--- config.mk ---
export PLATFORM = sky130hd
export DESIGN_NAME = rf_op_sequencer
export DESIGN_NICKNAME = d
export VERILOG_FILES = /design/src/rtl/rf_op_sequencer.sv
export SDC_FILE = /design/constraint.sdc
export NUM_CORES = 1
export LEC_CHECK = 0
export ABC_AREA = 1
export CAP_MARGIN = 15
export CELL_PAD_IN_SITES_DETAIL_PLACEMENT = 0
export CELL_PAD_IN_SITES_GLOBAL_PLACEMENT = 2
export CORE_ASPECT_RATIO = 0.75
export CORE_MARGIN = 5
export CORE_UTILIZATION = 31
export CTS_CLUSTER_DIAMETER = 60
export DETAILED_ROUTE_END_ITERATION = 6
export GPL_TIMING_DRIVEN = 0
export HOLD_SLACK_MARGIN = 0.02
export PLACE_DENSITY_LB_ADDON = 0.1
export SYNTH_ARGS = -nofsm -noshare
export SYNTH_HDL_FRONTEND = slang
export SYNTH_SLANG_ARGS = --single-unit
--- constraint.sdc ---
create_clock -name clk -period 4.7 [get_ports clk]
set_input_delay 0.47 -clock clk [delete_from_list [all_inputs] [get_ports clk]]
set_output_delay 0.47 -clock clk [all_outputs]
set_load 0.02 [all_outputs]
--- src/rtl/rf_op_sequencer.sv ---
// rtl/rf_op_sequencer.sv - register-file command sequencer (accept, read, execute, write-back)
// One command per four cycles; operands are captured before write-back so dst may alias a source.
module rf_op_sequencer #(
  parameter int DATA_W = 16,
  parameter int ADR_W  = 3
) (
  input  logic              clk,
  input  logic              reset,
  input  logic              cmd_valid,
  output logic              cmd_ready,
  input  logic [2:0]        cmd_op,
  input  logic [ADR_W-1:0]  cmd_dst,
  input  logic [ADR_W-1:0]  cmd_srca,
  input  logic [ADR_W-1:0]  cmd_srcb,
  input  logic [DATA_W-1:0] cmd_imm,
  output logic              we,
  output logic [ADR_W-1:0]  W_Adr,
  output logic [ADR_W-1:0]  R_Adr,
  output logic [ADR_W-1:0]  S_Adr,
  output logic [DATA_W-1:0] W,
  input  logic [DATA_W-1:0] R,
  input  logic [DATA_W-1:0] S,
  output logic              done,
  output logic [3:0]        flags
);

  localparam logic [1:0] ST_IDLE  = 2'd0;
  localparam logic [1:0] ST_READ  = 2'd1;
  localparam logic [1:0] ST_EXEC  = 2'd2;
  localparam logic [1:0] ST_WRITE = 2'd3;

  localparam logic [2:0] OP_MOV = 3'd0;
  localparam logic [2:0] OP_ADD = 3'd1;
  localparam logic [2:0] OP_SUB = 3'd2;
  localparam logic [2:0] OP_AND = 3'd3;
  localparam logic [2:0] OP_OR  = 3'd4;
  localparam logic [2:0] OP_XOR = 3'd5;
  localparam logic [2:0] OP_LDI = 3'd6;
  localparam logic [2:0] OP_NOP = 3'd7;

  localparam int MSB = DATA_W - 1;

  logic [1:0]        state;
  logic [2:0]        op_q;
  logic [DATA_W-1:0] imm_q;
  logic [DATA_W-1:0] opa;
  logic [DATA_W-1:0] opb;

  logic [DATA_W:0]   sum_ext;
  logic [DATA_W:0]   diff_ext;
  logic [DATA_W-1:0] res;
  logic              res_c;
  logic              res_v;

  assign cmd_ready = (state == ST_IDLE);

  // The extra top bit of the widened difference is the unsigned borrow.
  assign sum_ext  = {1'b0, opa} + {1'b0, opb};
  assign diff_ext = {1'b0, opa} - {1'b0, opb};

  always_comb begin
    res   = opa;
    res_c = 1'b0;
    res_v = 1'b0;
    case (op_q)
      OP_ADD: begin
        res   = sum_ext[DATA_W-1:0];
        res_c = sum_ext[DATA_W];
        res_v = (opa[MSB] == opb[MSB]) && (sum_ext[MSB] != opa[MSB]);
      end
      OP_SUB: begin
        res   = diff_ext[DATA_W-1:0];
        res_c = diff_ext[DATA_W];
        res_v = (opa[MSB] != opb[MSB]) && (diff_ext[MSB] != opa[MSB]);
      end
      OP_AND:  res = opa & opb;
      OP_OR:   res = opa | opb;
      OP_XOR:  res = opa ^ opb;
      OP_LDI:  res = imm_q;
      default: res = opa;
    endcase
  end

  always_ff @(posedge clk) begin
    if (reset) begin
      state <= ST_IDLE;
      op_q  <= OP_MOV;
      imm_q <= '0;
      opa   <= '0;
      opb   <= '0;
      we    <= 1'b0;
      W_Adr <= '0;
      R_Adr <= '0;
      S_Adr <= '0;
      W     <= '0;
      done  <= 1'b0;
      flags <= 4'b0000;
    end else begin
      case (state)
        ST_IDLE: begin
          we   <= 1'b0;
          done <= 1'b0;
          if (cmd_valid) begin
            op_q  <= cmd_op;
            imm_q <= cmd_imm;
            R_Adr <= cmd_srca;
            S_Adr <= cmd_srcb;
            W_Adr <= cmd_dst;
            state <= ST_READ;
          end
        end
        ST_READ: begin
          opa   <= R;
          opb   <= S;
          state <= ST_EXEC;
        end
        ST_EXEC: begin
          // NOP still completes with done, but leaves W, flags and the file alone.
          if (op_q != OP_NOP) begin
            W     <= res;
            flags <= {res_c, res[MSB], ~|res, res_v};
            we    <= 1'b1;
          end
          done  <= 1'b1;
          state <= ST_WRITE;
        end
        default: begin
          we    <= 1'b0;
          done  <= 1'b0;
          state <= ST_IDLE;
        end
      endcase
    end
  end

endmodule
==> out/qor.csv <==
metric,value,unit
synth_edf_count,0,
finClkSkew,0.00922,ns
synthSimpleGateAreaFrac,0.294,
min_from,imm_q[10],
final_net_count,1154,
p_leak,3.38,nW
rsz0062_at_grt,false,
cts_made_buffers,9,
grt_use_total,0.215,
wl_per_cell,18.3,µm
end_kind,flip-flop,
synth_top_family_by_area,simple AND/OR/NAND/NOR gates,
ant_nets,0,
synthMuxAreaShare,0,
vias_per_cell,4.84,
synthXorXnorAreaFrac,0.00297,
synth.yosys.seq_area_share,0.282,
clock_path_buffers,2,
diodes,0,
critPathArrivalTime,3.04,ns
n_fill_cell,2136,
critPathMaxFanout,9,
tightest_slew,0.925,ns
chipWidth,169,µm
cts_resized,0,
ir_worst_vdd,225,µV
placedCellCount,1272,
multiInputGateArea,3490,µm²
synth_fa_ha_area_frac,0.119,
synth_area_per_cell,6.33,µm²
setup_tns,0,ns
grt_pass1_wl,35.6,mm
drcViolationCount,0,
synth_cells,931,
area_growth,26.5,%
finalCritPeriodShare,0.587,
crit_top_cell,nand3_1,
io_buffers,94,
pin_count,95,
drv_slew,0,
synth_seq_cells,83,
reg2reg_from,opa[4],
dp_hpwl,18.6,mm
grt_pass1_vias,5958,
grt-ovfl-total,0,
yosys.area.top_type,dfxtp_1,
clock_sinks,83,
synth-main-ff-cell,dfxtp_1,
postCtsSetupRepairBufs,0,
crit_chain,inv_1 > ha_1 > buf_2 > nor2_1 > nand3_1 > nand3_1 > nand2_1 > nand3_1 > nand4_1 > nor2_1 > nand2_1 > nor2_1 > nand3_1 > a21oi_1,
row_count,43,
power.density,726,nW/µm²
path_class,reg -> reg,
mappedNetlistArea,5890,µm²
antenna_found_initial,0,
relSlewSlack,0.383,
hold_path_class,reg -> reg,
seq_area,1660,µm²
start_util,0.317,
required,4.98,ns
synth_warnings,0,
status,"finished, final reports clean",
setup_viol,0,
grt_max_degree,16,
async_reset_ff_frac,0,
htree_num_levels,3,
synth_top_area_frac,0.282,
netlist_top_cells_area,"dfxtp_1 28%, nand2_1 12%, ha_1 11%",
syn_nets,1049,
gp_congestion,0.880,
firstDrtPassIters,5,
drt-initial-drc-count,487,
startpoint_type,flip-flop,
synth_cell_type_count,34,
fin_cells,1288,
cp_slowest_stage_delay,0.36,ns
die_y,129,µm
clk_pin_slew,0.07,ns
fmax,0.363,GHz
die_area,21900,µm²
cts_tree,done,
totalWireLength,23.5,mm
clock_latency,0.35,ns
ctsRootBufferMaster,clkbuf_16,
drv_cap,0,
post-route-min-period,2.76,ns
drive_gt1_frac,0.0471,
critPathLaunch,opa[4],
vias,6236,
crit_slowest_cell,dfxtp_1,
hold_violations,0,
hold_buffers,0,
core,18600,µm²
synth_compound_area_frac,0.177,
[critical path, delay by kind of cell (launching register included)]
family / cells / cell delay (ns)
and+or+nand+nor: 10 / 1.66
DFF: 1 / 0.36
adders and majority gates: 1 / 0.29
buffers and inverters: 2 / 0.26
AOI/OAI and AO/OA: 1 / 0.12
[flip-flops by register name, indices dropped and copies added, names as in the netlist]
name	flops
opa	16
imm_q	16
done	1
flags	4
op_q	3
state	2
opb	16
W	15
we	1
R_Adr	3
S_Adr	3
W_Adr	3
[final timing paths]
check	slack, ns	endpoint	cells past startpoint
max	1.94	flags[1]	14
min	0.46	imm_q[10]	2
max reg2reg	1.94	flags[1]	14
min reg2reg	0.46	imm_q[10]	2
[power by group]
part	leakage [nW]	switching (mW)	internal, mW	total (mW)
Clock	0.146	0.335	0.432	0.767
Combinational	2.55	2.38	1.13	3.51
Sequential	0.684	0.171	0.966	1.14
Total	3.38	2.88	2.53	5.41
[synthesized netlist by cell type, types with 4 or more instances]
cell type / n
buf_2: 10
clkbuf_1: 23
ha_1: 53
inv_2: 7
dfxtp_1: 83
nand2_1: 189
nand4_1: 21
a21oi_1: 74
nor3_1: 5
o22ai_1: 13
buf_4: 5
o21ai_0: 90
nor2_1: 111
o211ai_1: 4
o21ai_1: 6
o221ai_1: 4
nand3_1: 75
inv_1: 134
[cell usage in the layout (no fill, tap or decap), drive strengths merged, types with 2 or more instances in the layout]
cell	Yosys	routed
nand3	77	77
buf	17	17
o211ai	4	4
fa	2	2
nor2	111	111
inv	141	143
o22ai	13	13
clkinvlp	0	2
a21oi	74	74
a211oi	2	2
or2	2	2
nor3	7	7
ha	53	53
o21ai	96	96
clkdlybuf4s50	0	94
o21bai	2	2
clkinv	1	2
nand4	21	21
o221ai	4	4
nand2	191	191
dfxtp	83	83
clkbuf	25	35
[area by class of cell]
| class | instances | area share |
|---|---|---|
| Clock buffer | 10 | 0.0321 |
| Timing Repair Buffer | 94 | 0.126 |
| Inverter | 142 | 0.0715 |
| Tap cell | 247 | 0.0415 |
| Sequential cell | 83 | 0.223 |
| Multi-Input combinational cell | 664 | 0.469 |
| Buffer | 42 | 0.0277 |
| Clock inverter | 6 | 0.00957 |
[metal layers]
metal	track usage	wire length, µm	vias to the layer above
li1	-	-	3215
met1	0.318	11900	2862
met2	0.323	9960	141
met3	0.0451	1380	18
met4	0.0435	312	0
met5	0	0	-
[per-stage QoR]
| stage | power (mW) | util | setup slack, ns | cell area (µm²) | hold WS [ns] |
|---|---|---|---|---|---|
| 3_5_place_dp | 4.63 | 0.384 | 2.00 | 7140 | 0.452 |
| 5_1_grt | 5.92 | 0.400 | 1.66 | 7450 | 0.487 |
| 2_1_floorplan | 3.43 | - | 2.60 | 5890 | 0.430 |
| 6_report | 5.41 | 0.400 | 1.94 | 7450 | 0.464 |
| 4_1_cts | 5.42 | 0.400 | 1.97 | 7450 | 0.463 |
| 3_3_place_gp | 4.65 | 0.384 | 1.99 | 7140 | 0.447 |
[cell families (layout without fill, tap and decap cells)]
logic type / Yosys count / count (layout)
and+or+nand+nor: 410 / 410
adders and majority gates: 55 / 55
DFF: 83 / 83
xor gates and xnor gates: 2 / 2
AOI/OAI and AO/OA: 197 / 197
buffers and inverters: 184 / 294
No activity file was read; power rests on OpenSTA's default activity.
